===== src/rtl/button_conditioner.sv =====
`default_nettype none
// ============================================================================
// Module   : button_conditioner
// Function : Synchronise, debounce and classify a raw push-button into
//            press / release / click / long-press single-cycle pulses.
// Revision : 1.0
// ============================================================================
module button_conditioner #(
    parameter int unsigned DEBOUNCE_CYCLES   = 250000,
    parameter int unsigned LONG_PRESS_CYCLES = 12500000
) (
    input  logic i_clk,
    input  logic i_reset,
    input  logic i_button,
    output logic o_level,
    output logic o_press,
    output logic o_release,
    output logic o_click,
    output logic o_long_press
);

    localparam int unsigned c_DB_W   = $clog2(DEBOUNCE_CYCLES + 1);
    localparam int unsigned c_HOLD_W = $clog2(LONG_PRESS_CYCLES + 1);
    localparam logic [c_DB_W-1:0]   c_DB_LAST   = c_DB_W'(DEBOUNCE_CYCLES - 1);
    localparam logic [c_HOLD_W-1:0] c_HOLD_LAST = c_HOLD_W'(LONG_PRESS_CYCLES - 1);

    localparam logic [1:0] S_UP   = 2'd0;
    localparam logic [1:0] S_DOWN = 2'd1;
    localparam logic [1:0] S_HELD = 2'd2;

    logic                r_sync1;
    logic                r_sync2;
    logic [c_DB_W-1:0]   db_cnt_q;
    logic [c_DB_W-1:0]   db_cnt_d;
    logic                level_q;
    logic                level_d;
    logic                w_toggle;
    logic                w_rise;
    logic                w_fall;
    logic [1:0]          state_q;
    logic [1:0]          state_d;
    logic [c_HOLD_W-1:0] hold_cnt_q;
    logic [c_HOLD_W-1:0] hold_cnt_d;
    logic                press_q;
    logic                press_d;
    logic                release_q;
    logic                release_d;
    logic                click_q;
    logic                click_d;
    logic                long_q;
    logic                long_d;

    always_ff @(posedge i_clk) begin
        if (i_reset) begin
            r_sync1 <= 1'b0;
            r_sync2 <= 1'b0;
        end else begin
            r_sync1 <= i_button;
            r_sync2 <= r_sync1;
        end
    end

    // Any agreement with the current level restarts the stability count.
    always_comb begin
        db_cnt_d = db_cnt_q;
        level_d  = level_q;
        w_toggle = 1'b0;
        if (r_sync2 == level_q) begin
            db_cnt_d = '0;
        end else if (db_cnt_q == c_DB_LAST) begin
            w_toggle = 1'b1;
            level_d  = ~level_q;
            db_cnt_d = '0;
        end else begin
            db_cnt_d = db_cnt_q + 1'b1;
        end
    end

    assign w_rise = w_toggle & ~level_q;
    assign w_fall = w_toggle &  level_q;

    always_ff @(posedge i_clk) begin
        if (i_reset) begin
            db_cnt_q <= '0;
            level_q  <= 1'b0;
        end else begin
            db_cnt_q <= db_cnt_d;
            level_q  <= level_d;
        end
    end

    always_ff @(posedge i_clk) begin
        if (i_reset) begin
            state_q <= S_UP;
        end else begin
            state_q <= state_d;
        end
    end

    // A fall takes priority over reaching the long-press threshold.
    always_comb begin
        state_d = state_q;
        case (state_q)
            S_UP: begin
                if (w_rise) begin
                    state_d = S_DOWN;
                end
            end
            S_DOWN: begin
                if (w_fall) begin
                    state_d = S_UP;
                end else if (hold_cnt_q == c_HOLD_LAST) begin
                    state_d = S_HELD;
                end
            end
            S_HELD: begin
                if (w_fall) begin
                    state_d = S_UP;
                end
            end
            default: begin
                state_d = S_UP;
            end
        endcase
    end

    always_comb begin
        hold_cnt_d = hold_cnt_q;
        press_d    = 1'b0;
        release_d  = 1'b0;
        click_d    = 1'b0;
        long_d     = 1'b0;
        case (state_q)
            S_UP: begin
                if (w_rise) begin
                    press_d    = 1'b1;
                    hold_cnt_d = '0;
                end
            end
            S_DOWN: begin
                hold_cnt_d = hold_cnt_q + 1'b1;
                if (w_fall) begin
                    release_d = 1'b1;
                    click_d   = 1'b1;
                end else if (hold_cnt_q == c_HOLD_LAST) begin
                    long_d = 1'b1;
                end
            end
            S_HELD: begin
                if (w_fall) begin
                    release_d = 1'b1;
                end
            end
            default: begin
                hold_cnt_d = '0;
            end
        endcase
    end

    always_ff @(posedge i_clk) begin
        if (i_reset) begin
            hold_cnt_q <= '0;
            press_q    <= 1'b0;
            release_q  <= 1'b0;
            click_q    <= 1'b0;
            long_q     <= 1'b0;
        end else begin
            hold_cnt_q <= hold_cnt_d;
            press_q    <= press_d;
            release_q  <= release_d;
            click_q    <= click_d;
            long_q     <= long_d;
        end
    end

    assign o_level      = level_q;
    assign o_press      = press_q;
    assign o_release    = release_q;
    assign o_click      = click_q;
    assign o_long_press = long_q;

endmodule
`default_nettype wire


===== config.mk =====
export PLATFORM = sky130hd
export DESIGN_NAME = button_conditioner
export DESIGN_NICKNAME = d
export VERILOG_FILES = /design/src/rtl/button_conditioner.sv
export SDC_FILE = /design/constraint.sdc
export NUM_CORES = 1
export LEC_CHECK = 0
export ABC_AREA = 0
export CAP_MARGIN = 40
export CORE_MARGIN = 2
export CORE_UTILIZATION = 45
export DETAILED_ROUTE_END_ITERATION = 8
export PLACE_DENSITY = 0.7
export SLEW_MARGIN = 20
export SYNTH_ARGS = -nofsm -noshare
export SYNTH_HDL_FRONTEND = slang
export SYNTH_SLANG_ARGS = --single-unit

===== constraint.sdc =====
create_clock -name i_clk -period 2.22 [get_ports i_clk]
set_clock_uncertainty 0.2 [all_clocks]
set_input_delay 0.222 -clock i_clk [delete_from_list [all_inputs] [get_ports i_clk]]
set_output_delay 0.222 -clock i_clk [all_outputs]
set_load 0.01 [all_outputs]

# Word-level counts from Yosys, hierarchy flattened
# Cells that the tools add are included.
# W data, S select, Z words.
[totals]
regBits = 51
latch_bits = 0
ram_bits = 0
romBits = 0
output_inout_bits = 5
wordCells = 50
n_memories = 0
[op_classes]
addsub = 2
mul = 0
n_div = 0
magnitude_cmp = 0
eq_ne = 8
shift = 0
muxes = 12
bitwise_logic = 8
n_reduce_logical = 10
[op_table]
columns = ["cell", "count"]
rows = [
  ["$pmux W24 S3", 1],
  ["$add A24 B1 Y24 const B", 1],
  ["$eq A24 B24 Y1 const B", 1],
  ["$mux W24", 1],
  ["$add A18 B1 Y18 const B", 1],
  ["$eq A18 B18 Y1 const B", 1],
  ["$mux W2", 4],
  ["$reduce_or A2 Y1", 4],
  ["$not A1 Y1", 6],
  ["$pmux W2 S3", 1],
  ["$reduce_or A3 Y1", 2],
  ["$mux W1", 5],
  ["$ne A2 B2 Y1 const B", 2],
  ["$reduce_and A2 Y1", 2],
  ["$ne A3 B3 Y1 const B", 1],
  ["$reduce_and A3 Y1", 1],
  ["$and A1 B1 Y1", 2],
  ["$eq A2 B1 Y1 const B", 1],
  ["$eq A2 B2 Y1 const B", 1],
  ["$logic_not A2 Y1", 1],
  ["$eq A1 B1 Y1", 1],
]

# Longest topological paths before layout
# Gate-level depths: netlist of run 1.
[logic_depth]
word_depth = 6
mapped_depth = 9
mapped_depth_nobuf = 7

# Least setup slack after synthesis of run 1
# No wires, ideal clock.
[synth_path]
path_type = "register to register"
startpoint = "register state_q[0]"
endpoint = "register hold_cnt_q[11]"
arrival_ps = 2150
required_time_ps = 1954
slack_ps = -196
stages_incl_launch_ff = 9
synth_period_minus_slack_ps = 2416
cell_sequence = "dfxtp_1 -> inv_1 -> ha_1 -> or3b_2 -> nor4_4 -> a21oi_2 -> buf_6 -> or4b_4 -> a21oi_2"
[synth_between]
elab_chain_cells = 3
[synth_lines]
columns = ["element", "line", "rtl"]
rows = [
  ["start: declaration", "40", "logic [1:0] state_q;"],
  ["start signal: assignment", "96", "state_q <= state_d;"],
  ["$logic_not A2 Y1 or $eq A2 B2 Y1 (tied branches)", "133", "case (state_q)"],
  ["$ne A2 B2 Y1 (no line) or $not A1 Y1 (tied branches)", "-", ""],
  ["$reduce_and A2 Y1 (no line)", "-", ""],
  ["end signal: assignment", "168", "hold_cnt_q <= hold_cnt_d;"],
  ["end: declaration", "42", "logic [c_HOLD_W-1:0] hold_cnt_q;"],
]
# Several ways; a longest one is shown, not always the timed one.
# A chain may end at the register's enable or synchronous reset.

# Worst setup path in the final report of run 1
[layout_path]
startpoint = "register db_cnt_q[11]"
endpoint = "register hold_cnt_q[14]"
[layout_between]
elab_chain_cells = 6
[layout_lines]
columns = ["element", "line", "rtl"]
rows = [
  ["start: declaration", "33", "logic [c_DB_W-1:0] db_cnt_q;"],
  ["start signal: assignment", "87", "db_cnt_q <= db_cnt_d;"],
  ["$eq A18 B18 Y1", "70", "end else if (db_cnt_q == c_DB_LAST) begin"],
  ["$mux W1", "70", ""],
  ["$mux W1", "68", "if (r_sync2 == level_q) begin"],
  ["$and A1 B1 Y1", "79", "assign w_rise = w_toggle & ~level_q;"],
  ["$ne A2 B2 Y1 (no line)", "-", ""],
  ["$reduce_and A2 Y1 (no line)", "-", ""],
]
# Every way passes these cells.

==> results of run 1 <==
==> power by group through the flow <==
stage	combinational (µW)	sequential (µW)	clock, µW
2_1_floorplan	43.1	942	0
3_3_place_gp	77.9	942	0
3_5_place_dp	78.3	942	0
4_1_cts	86.8	921	530
5_1_grt	112	921	569
6_report	105	921	526
==> state kept, by name, summed over array words and instances, names as in the netlist <==
| name | cells |
|---|---|
| o_press | 1 |
| o_release | 1 |
| hold_cnt_q | 24 |
| state_q | 2 |
| r_sync2 | 1 |
| db_cnt_q | 18 |
| o_level | 1 |
| o_click | 1 |
| o_long_press | 1 |
| r_sync1 | 1 |
==> through the flow <==
stage / setup WS, ps / hold slack [ps] / total power, µW / utilization (%)
2_1_floorplan: -28.6 / 97.7 / 985 / -
3_3_place_gp: -78.3 / 216 / 1020 / 56.3
3_5_place_dp: -109 / 233 / 1020 / 56.3
4_1_cts: -111 / 254 / 1540 / 58.9
5_1_grt: -275 / 277 / 1600 / 65.2
6_report: -199 / 251 / 1550 / 65.2
==> timing repair <==
item                       in CTS  in global routing
resized for setup               9                 59
gates cloned                    1                  4
setup endpoints to repair      42                 43
buffers inserted                1                  4
hold endpoints to repair        0                  0
pin swaps                       1                 21
==> synthesized netlist by cell type, types with 2 or more instances <==
| cell | instances |
|---|---|
| or4b_4 | 3 |
| buf_2 | 3 |
| nor3b_1 | 2 |
| xnor2_1 | 6 |
| o31ai_1 | 10 |
| o21ai_0 | 14 |
| ha_1 | 5 |
| and3_1 | 6 |
| nand3_1 | 17 |
| nor2_1 | 27 |
| nand2b_1 | 2 |
| nor2b_1 | 4 |
| dfxtp_1 | 51 |
| a21oi_1 | 27 |
| nand4_1 | 10 |
| clkbuf_1 | 6 |
| nor4b_1 | 4 |
| nor4bb_1 | 3 |
| a21oi_2 | 2 |
| nand4b_1 | 4 |
| nor3_1 | 6 |
| or3_1 | 11 |
| inv_1 | 7 |
| and4_1 | 4 |
| or4_1 | 10 |
| xor2_1 | 10 |
| nand2_1 | 20 |
==> kinds of logic (layout without fill, tap and decap cells) <==
kind of cell	Yosys count	after routing
AO/OA/AOI/OAI	58	59
XOR/XNOR	16	16
adder cells (fa/ha/maj)	5	5
buffers and inverters	17	75
flip-flops	51	51
AND/OR/NAND/NOR	139	139
==> placed cells by master (no fill, tap or decap), drive strengths merged, types with 7 or more instances in the layout <==
cell           instances
or4                   10
o31ai                 10
a21oi                 30
nor2                  27
dfxtp                 51
o21ai                 14
clkdlybuf4s50          7
clkbuf                 9
buf                   51
nand3                 17
xor2                  10
or3                   11
nand2                 20
inv                    7
nand4                 10
==> worst paths after layout <==
path	from	cells past startpoint	endpoint
setup reg to reg	db_cnt_q[11]$_SDFF_PP0_	6	hold_cnt_q[14]$_SDFFE_PP0P_
setup / recovery	db_cnt_q[11]$_SDFF_PP0_	6	hold_cnt_q[14]$_SDFFE_PP0P_
hold / removal	r_sync1$_SDFF_PP0_	1	r_sync2$_SDFF_PP0_
hold reg to reg	r_sync1$_SDFF_PP0_	1	r_sync2$_SDFF_PP0_
==> layer usage <==
| layer | track usage (%) | vias up | part of all wire [%] |
|---|---|---|---|
| li1 | - | 1175 | - |
| met1 | 23.9 | 1116 | 43 |
| met2 | 33.1 | 44 | 51 |
| met3 | 3.49 | 14 | 3.5 |
| met4 | 5.79 | 0 | 1.9 |
| met5 | 0 | - | 0 |
==> layout make-up <==
cell class / instances / area (µm²)
flip-flops and latches: 51 / 1030
repair buffers: 60 / 538
fillers: 414 / 1810
multi-input cells: 219 / 1630
clock buffers: 7 / 76.3
clock inverters: 1 / 5.00
inverters: 7 / 26.3
well taps: 70 / 87.6
==> worst max-delay path: stages, from the launching register on <==
cell	delay [ps]
dfxtp_2	330
or4b_4	580
nor4_4	350
buf_4	190
a21oi_4	70
or4_1	490
a21oi_1	150
==> results_tabular.tex, run 1 <==
\begin{tabular}{lr}
\hline
Metric & Value \\
\hline
\multicolumn{2}{l}{\textbf{Yosys}} \\
\quad Post-synthesis compound-gate area fraction & 13.8\% \\
\quad Post-Synthesis Mean Instance Area & 8.61 µm² \\
\quad Share of Yosys cell area claimed by the top area cell type & 41.5\% \\
\quad Most used DFF post-synth & dfxtp\_1 \\
\quad Async set or reset register ratio after synthesis & 0\% \\
\quad Seq cells post-synth & 51 \\
\quad Synth area leaders & dfxtp\_1 41\%, a21oi\_1 5.5\%, nor2\_1 4.1\% \\
\quad Cell area after synthesis & 0.00246 mm² \\
\quad Proportion of synthesized area in mux cells & 0\% \\
\quad Synth Area in Simple Gates & 33.5\% \\
\quad Number of enable flip-flop cells after synthesis & 0 \\
\quad XOR/XNOR Fraction of Synth Area & 5.69\% \\
\quad Yosys warning total & 0 \\
\quad Post-synthesis cell type count & 39 \\
\quad Combinational family with the most area after synthesis & simple AND/OR/NAND/NOR gates \\
\quad Library cell occupying the most area in the post-synthesis netlist & dfxtp\_1 \\
\quad Adder-cell area share of the yosys netlist & 2.54\% \\
\quad Count of mapped cells out of synthesis & 286 \\
\quad Synthesized Nets & 294 \\
\quad Sequential element share of the synthesized area & 41.5\% \\
\multicolumn{2}{l}{\textbf{Clocking}} \\
\quad Deepest clock path buffer count & 2 \\
\quad TritonCTS clock tree & done \\
\quad Clock root buffer & clkbuf\_8 \\
\quad CTS H-tree lvls & 2 \\
\quad Worst-Skew Late Latency & 310 ps \\
\quad Hold buffer count at CTS & 0 \\
\quad Clk pin slew, worst setup/hold paths & 90 ps \\
\quad Number of sinks handled by clock tree synthesis & 51 \\
\quad Number of CTS-inserted buffers & 5 \\
\multicolumn{2}{l}{\textbf{Floorplan}} \\
\quad Floorplan die width & 78.0 µm \\
\quad Number of ports placed on the die boundary & 8 \\
\quad Vert. Die Dim & 78.0 µm \\
\quad Number of placement rows & 26 \\
\quad Die Footprint & 0.00608 mm² \\
\quad Floorplan core area & 0.00520 mm² \\
\quad Starting density of the core & 47.3\% \\
\multicolumn{2}{l}{\textbf{STA}} \\
\quad Final number of hold-violating endpoints & 0 \\
\quad Sum of negative setup slack & -3590 ps \\
\quad Final WS setup & -199 ps \\
\quad Slew of the pin with the lowest slew margin & 500 ps \\
\quad Fin. max-slew vios & 0 \\
\quad Fin crit period & 2420 ps \\
\quad Setup repair after global routing missed its margin & yes \\
\quad Worst rel slew slack & 66.4\% \\
\quad Final worst path period share & 109\% \\
\quad Highest Clock Rate & 413 MHz \\
\quad Finish-stage setup viols & 45 \\
\multicolumn{2}{l}{\textbf{Global routing}} \\
\quad Residual overflow from global routing & 0 \\
\quad Pin count of the biggest net entering global routing & 19 \\
\quad GRT Overall Usage & 19.0\% \\
\quad Global-route wire length before repair & 9550 µm \\
\quad Vias in the first global route & 2,157 \\
\quad Initial antenna violation count & 0 \\
\multicolumn{2}{l}{\textbf{Drt}} \\
\quad First-pass iteration count of the detailed router & 4 \\
\quad Vias post-DR & 2,349 \\
\quad Total Wirelength & 6290 µm \\
\quad Vias per cell & 5.66 \\
\quad Drt wl/cell & 15.2 µm \\
\quad Post-DRT Antenna Nets & 0 \\
\quad Count of routing violations after the opening detailed-route iteration & 144 \\
\quad DRC violation count after routing & 0 \\
\multicolumn{2}{l}{\textbf{Layout}} \\
\quad Final non-filler cell total & 415 \\
\quad Growth of design area from synthesis to finish & 37.9\% \\
\quad Number of nets in the final layout & 352 \\
\quad Ant. Diodes & 0 \\
\quad Post-route standard cell area excluding fillers & 0.00339 mm² \\
\quad Layout cell share with drive strength beyond 1 & 33.3\% \\
\multicolumn{2}{l}{\textbf{Placed design}} \\
\quad Final GP Congestion & 0.827 \\
\quad Number of buffers inserted by port buffering & 7 \\
\quad Placed cells & 397 \\
\quad Post-detailed-placement half-perimeter wirelength & 3860 µm \\
\quad Cell area after placement & 0.00293 mm² \\
\multicolumn{2}{l}{\textbf{Worst setup path}} \\
\quad Worst setup path class & reg2reg \\
\quad Nature of the critical path startpoint & flop \\
\quad Data arrival time of the critical path & 2470 ps \\
\quad Endpoint class of the critical path & flop \\
\quad Data required time of the critical path & 2270 ps \\
\quad Worst reg-to-reg setup slack & -200 ps \\
\quad Critical-path maximum fanout & 7 \\
\multicolumn{2}{l}{\textbf{Power and ir drop}} \\
\quad Static Leakage & 0.00112 µW \\
\quad Combinational cell fraction of total power & 6.8\% \\
\quad Int Power & 1190 µW \\
\quad Cell Pwr Density & 457 mW/mm² \\
\quad Flop pwr share & 59.3\% \\
\quad Clock network power share & 33.9\% \\
\quad Net switching fraction of the power & 23.5\% \\
\quad IR Drop Worst-Case VDD & 0.326 mV \\
\quad P\_sw & 365 µW \\
\multicolumn{2}{l}{\textbf{Job}} \\
\quad Max-cap violation count & 0 \\
\multicolumn{2}{l}{\textbf{Min path}} \\
\quad Hold/Removal Path Class & reg2reg \\
\multicolumn{2}{l}{\textbf{Status}} \\
\quad Result of the run & complete, but fails checks \\
\quad Failing checks & negative setup slack \\
\hline
\end{tabular}
Note: power is estimated with default switching activity, not from simulation.
==> inputs of run 2 (changes only) <==
- PLACE_DENSITY: 0.7 -> 0.74
==> run 2 against run 1 <==
The run still ends with negative setup slack left. Power up 17%. Sequential share of layout area down 1.1 points. Maximum frequency up 1.2%. Flip-flop and latch count unchanged. Cell count up 0.24%. Clock-buffer cell count down 2. Hold slack about the same. Critical path depth up 4.
==> results_tabular.tex, run 2 (synthesized netlist as in run 1, its figures left out) <==
\begin{tabular}{lr}
\hline
Metric & Value \\
\hline
\multicolumn{2}{l}{\textbf{Floorplan}} \\
\quad Floorplan core area & 0.00520 mm² (unchanged) \\
\quad Vert. Die Dim & 78.0 µm (unchanged) \\
\quad Number of placement rows & 26 (unchanged) \\
\quad Floorplan die width & 78.0 µm (unchanged) \\
\quad Number of ports placed on the die boundary & 8 (unchanged) \\
\quad Die Footprint & 0.00608 mm² (unchanged) \\
\quad Starting density of the core & 47.3\% (unchanged) \\
\multicolumn{2}{l}{\textbf{Global routing}} \\
\quad Global routing's busiest layer & met2 \\
\quad Global-route wire length before repair & 9670 µm (+1.3\%) \\
\quad Residual overflow from global routing & 0 (unchanged) \\
\quad Pin count of the biggest net entering global routing & 19 (unchanged) \\
\quad Grt met1 use & 24.4\% (+0.53 points) \\
\quad GRT Overall Usage & 19.4\% (+0.34 points) \\
\quad Vias in the first global route & 2,177 (+0.93\%) \\
\quad Initial antenna violation count & 0 (unchanged) \\
\quad Met3 GRT Util & 3.14\% (-0.35 points) \\
\quad GR Util met2 & 33.5\% (+0.43 points) \\
\multicolumn{2}{l}{\textbf{Drt}} \\
\quad Total Wirelength & 6630 µm (+5.4\%) \\
\quad DRC violation count after routing & 0 (unchanged) \\
\quad Count of routing violations after the opening detailed-route iteration & 183 (+27\%) \\
\quad Vias post-DR & 2,419 (+3.0\%) \\
\quad Vias per cell & 5.81 (+2.7\%) \\
\quad Post-DRT Antenna Nets & 0 (unchanged) \\
\quad First-pass iteration count of the detailed router & 6 (+2) \\
\quad Drt wl/cell & 15.9 µm (+5.1\%) \\
\multicolumn{2}{l}{\textbf{Layout}} \\
\quad Ant. Diodes & 0 (unchanged) \\
\quad Number of flip-flops under the largest register name & 24 (unchanged) \\
\quad Growth of design area from synthesis to finish & 42.8\% \\
\quad Largest register by flop count & hold\_cnt\_q \\
\quad Most common library cell in the layout ignoring fill and taps & dfxtp\_1 \\
\quad Number of nets in the final layout & 353 (+0.28\%) \\
\quad Post-route standard cell area excluding fillers & 0.00351 mm² (+3.6\%) \\
\quad Largest registers & hold\_cnt\_q: 24 flops, db\_cnt\_q: 18 flops, state\_q: 2 flops \\
\quad Highest-count cells in the layout ignoring fill and taps & 47 x dfxtp\_1, 41 x buf\_4, 18 x nand2\_1 \\
\quad Layout cell share with drive strength beyond 1 & 35.5\% (+2.2 points) \\
\quad Filler cell count & 387 (-6.5\%) \\
\multicolumn{2}{l}{\textbf{Clocking}} \\
\quad Number of CTS-inserted buffers & 5 (unchanged) \\
\quad CTS H-tree lvls & 2 (unchanged) \\
\quad Hold buffer count at CTS & 0 (unchanged) \\
\quad Worst-Skew Late Latency & 310 ps (about the same) \\
\quad Number of sinks handled by clock tree synthesis & 51 (unchanged) \\
\quad TritonCTS clock tree & done \\
\quad Clk pin slew, worst setup/hold paths & 100 ps (about the same) \\
\quad Deepest clock path buffer count & 2 (unchanged) \\
\quad Clock root buffer & clkbuf\_8 \\
\multicolumn{2}{l}{\textbf{Worst setup path}} \\
\quad R2R Path End & hold\_cnt\_q[13]\$\_SDFFE\_PP0P\_ \\
\quad Library cell contributing the largest single delay on the critical path & or3b\_4 \\
\quad Worst reg-to-reg setup slack & -170 ps (+30 ps) \\
\quad Stage delay of the slowest cell on the critical path & 380 ps (-200 ps) \\
\quad Cell repeated most along the worst path & buf\_6 \\
\quad Worst reg2reg path depth & 10 (+4) \\
\quad Crit-path leading delay family & simple AND/OR/NAND/NOR gates \\
\quad Data required time of the critical path & 2230 ps (-40 ps) \\
\quad Critical path, cell by cell & inv\_2, ha\_4, or3b\_4, nor4\_4, buf\_4, a21oi\_4, buf\_6, buf\_6, o31ai\_4, a21oi\_2 \\
\quad Nature of the critical path startpoint & flop \\
\quad Worst setup path class & reg2reg \\
\quad Data arrival time of the critical path & 2400 ps (-70 ps) \\
\quad Number of buffers and inverters on the critical path & 4 (+3) \\
\quad R2r startpoint & state\_q[0]\$\_SDFFE\_PP0P\_ \\
\quad Critical-path maximum fanout & 8 (+1) \\
\quad Endpoint class of the critical path & flop \\
\multicolumn{2}{l}{\textbf{STA}} \\
\quad Worst rel slew slack & 66.8\% (+0.35 points) \\
\quad Hold Worst Slack & 250 ps (-0.472 ps) \\
\quad Final worst path period share & 108\% (-1.3 points) \\
\quad Final WS setup & -170 ps (+28.2 ps) \\
\quad Finish-stage setup viols & 34 (-24\%) \\
\quad Fin crit period & 2390 ps (-28.2 ps) \\
\quad Setup repair after global routing missed its margin & yes \\
\quad Sum of negative setup slack & -1960 ps (+1630 ps) \\
\quad Final number of hold-violating endpoints & 0 (unchanged) \\
\quad Slew of the pin with the lowest slew margin & 492 ps (-8.08 ps) \\
\quad Highest Clock Rate & 418 MHz (+1.2\%) \\
\quad Fin. max-slew vios & 0 (unchanged) \\
\multicolumn{2}{l}{\textbf{Power and ir drop}} \\
\quad IR Drop Worst-Case VDD & 0.402 mV (+23\%) \\
\quad Cell Pwr Density & 514 mW/mm² (+12\%) \\
\quad Static Leakage & 0.00116 µW (+4.0\%) \\
\multicolumn{2}{l}{\textbf{Placed design}} \\
\quad Cell area after placement & 0.00292 mm² (-0.26\%) \\
\quad Post-detailed-placement half-perimeter wirelength & 3930 µm (+1.7\%) \\
\quad Final GP Congestion & 0.800 (-3.3\%) \\
\quad Number of buffers inserted by port buffering & 7 (unchanged) \\
\multicolumn{2}{l}{\textbf{Min path}} \\
\quad Cell depth of the worst min-delay path & 1 (unchanged) \\
\quad End point of the most critical hold path & r\_sync2\$\_SDFF\_PP0\_ \\
\quad Hold Path Origin & r\_sync1\$\_SDFF\_PP0\_ \\
\quad Hold/Removal Path Class & reg2reg \\
\multicolumn{2}{l}{\textbf{Job}} \\
\quad Max-cap violation count & 0 (unchanged) \\
\multicolumn{2}{l}{\textbf{Status}} \\
\quad Result of the run & complete, but fails checks \\
\quad Failing checks & negative setup slack \\
\hline
\end{tabular}
==> run 2: changes by cell type in the layout (fill, tap and decap cells not counted), sizes merged <==
cell | before | now
clkbuf | 9 | 7
clkinvlp | 0 | 1
clkinv | 1 | 0
bufinv | 0 | 2
buf | 51 | 52
==> run 2: layer usage <==
layer	part of all wire [%]	up-vias	routed length (µm)
met1	42	1155	2790
met2	52	71	3450
li1	-	1173	-
met3	3.7	20	243
met4	2.2	0	145
met5	0	-	0
==> run 2: through the flow <==
| step | util, % | total power, µW | setup WS, ps | instances |
|---|---|---|---|---|
| final | 67.5 | 1810 | -170 | 416 |
| after global routing | 67.5 | 1850 | -254 | 416 |
| after CTS | 59.6 | 1790 | -124 | 406 |
| after detailed placement | 56.2 | 1020 | -109 | 396 |
| after global placement | 56.2 | 1020 | -70.9 | 396 |
| after floorplan | - | 985 | -28.6 | 286 |
==> run 2: layout make-up <==
type	count	area [µm²]	area share, %
inverters	7	26.3	0.748
repair buffers	61	554	15.8
clock buffers	5	68.8	1.96
multi-input cells	219	1680	47.9
well taps	70	87.6	2.49
clock inverters	3	67.6	1.92
flip-flops and latches	51	1030	29.2
==> run 2: repair_timing <==
action | in CTS | in global routing
gates cloned | 0 | 6
pin swaps | 2 | 32
endpoints found under the setup margin | 31 | 44
buffers inserted | 2 | 4
resized for setup | 5 | 77
==> run 2: worst register-to-register path: stages, from the launching register on <==
cell and delay [ps]:
dfxtp_2 350, inv_2 50, ha_4 150, or3b_4 390, nor4_4 270, buf_4 190, a21oi_4 100, buf_6 150
buf_6 120, o31ai_4 250, a21oi_2 80
==> run 2: worst max path at each step <==
stage,startpoint,to,slack (ps),cells after the start
after detailed placement,db_cnt_q[6]$_SDFF_PP0_,hold_cnt_q[16]$_SDFFE_PP0P_,-110,5
final,state_q[0]$_SDFFE_PP0P_,hold_cnt_q[13]$_SDFFE_PP0P_,-170,10
after CTS,db_cnt_q[6]$_SDFF_PP0_,hold_cnt_q[16]$_SDFFE_PP0P_,-120,5
after global routing,state_q[0]$_SDFFE_PP0P_,hold_cnt_q[12]$_SDFFE_PP0P_,-250,8
after floorplan,db_cnt_q[6]$_SDFF_PP0_,hold_cnt_q[11]$_SDFFE_PP0P_,-30,6
after global placement,db_cnt_q[6]$_SDFF_PP0_,hold_cnt_q[22]$_SDFFE_PP0P_,-70,5
==> run 2: power by group <==
group	internal, µW	total, µW	leakage (µW)	switching [µW]
registers	918	921	0.000413	3.02
logic	49.4	110	0.000684	60.5
clock network	450	777	0.0000644	327
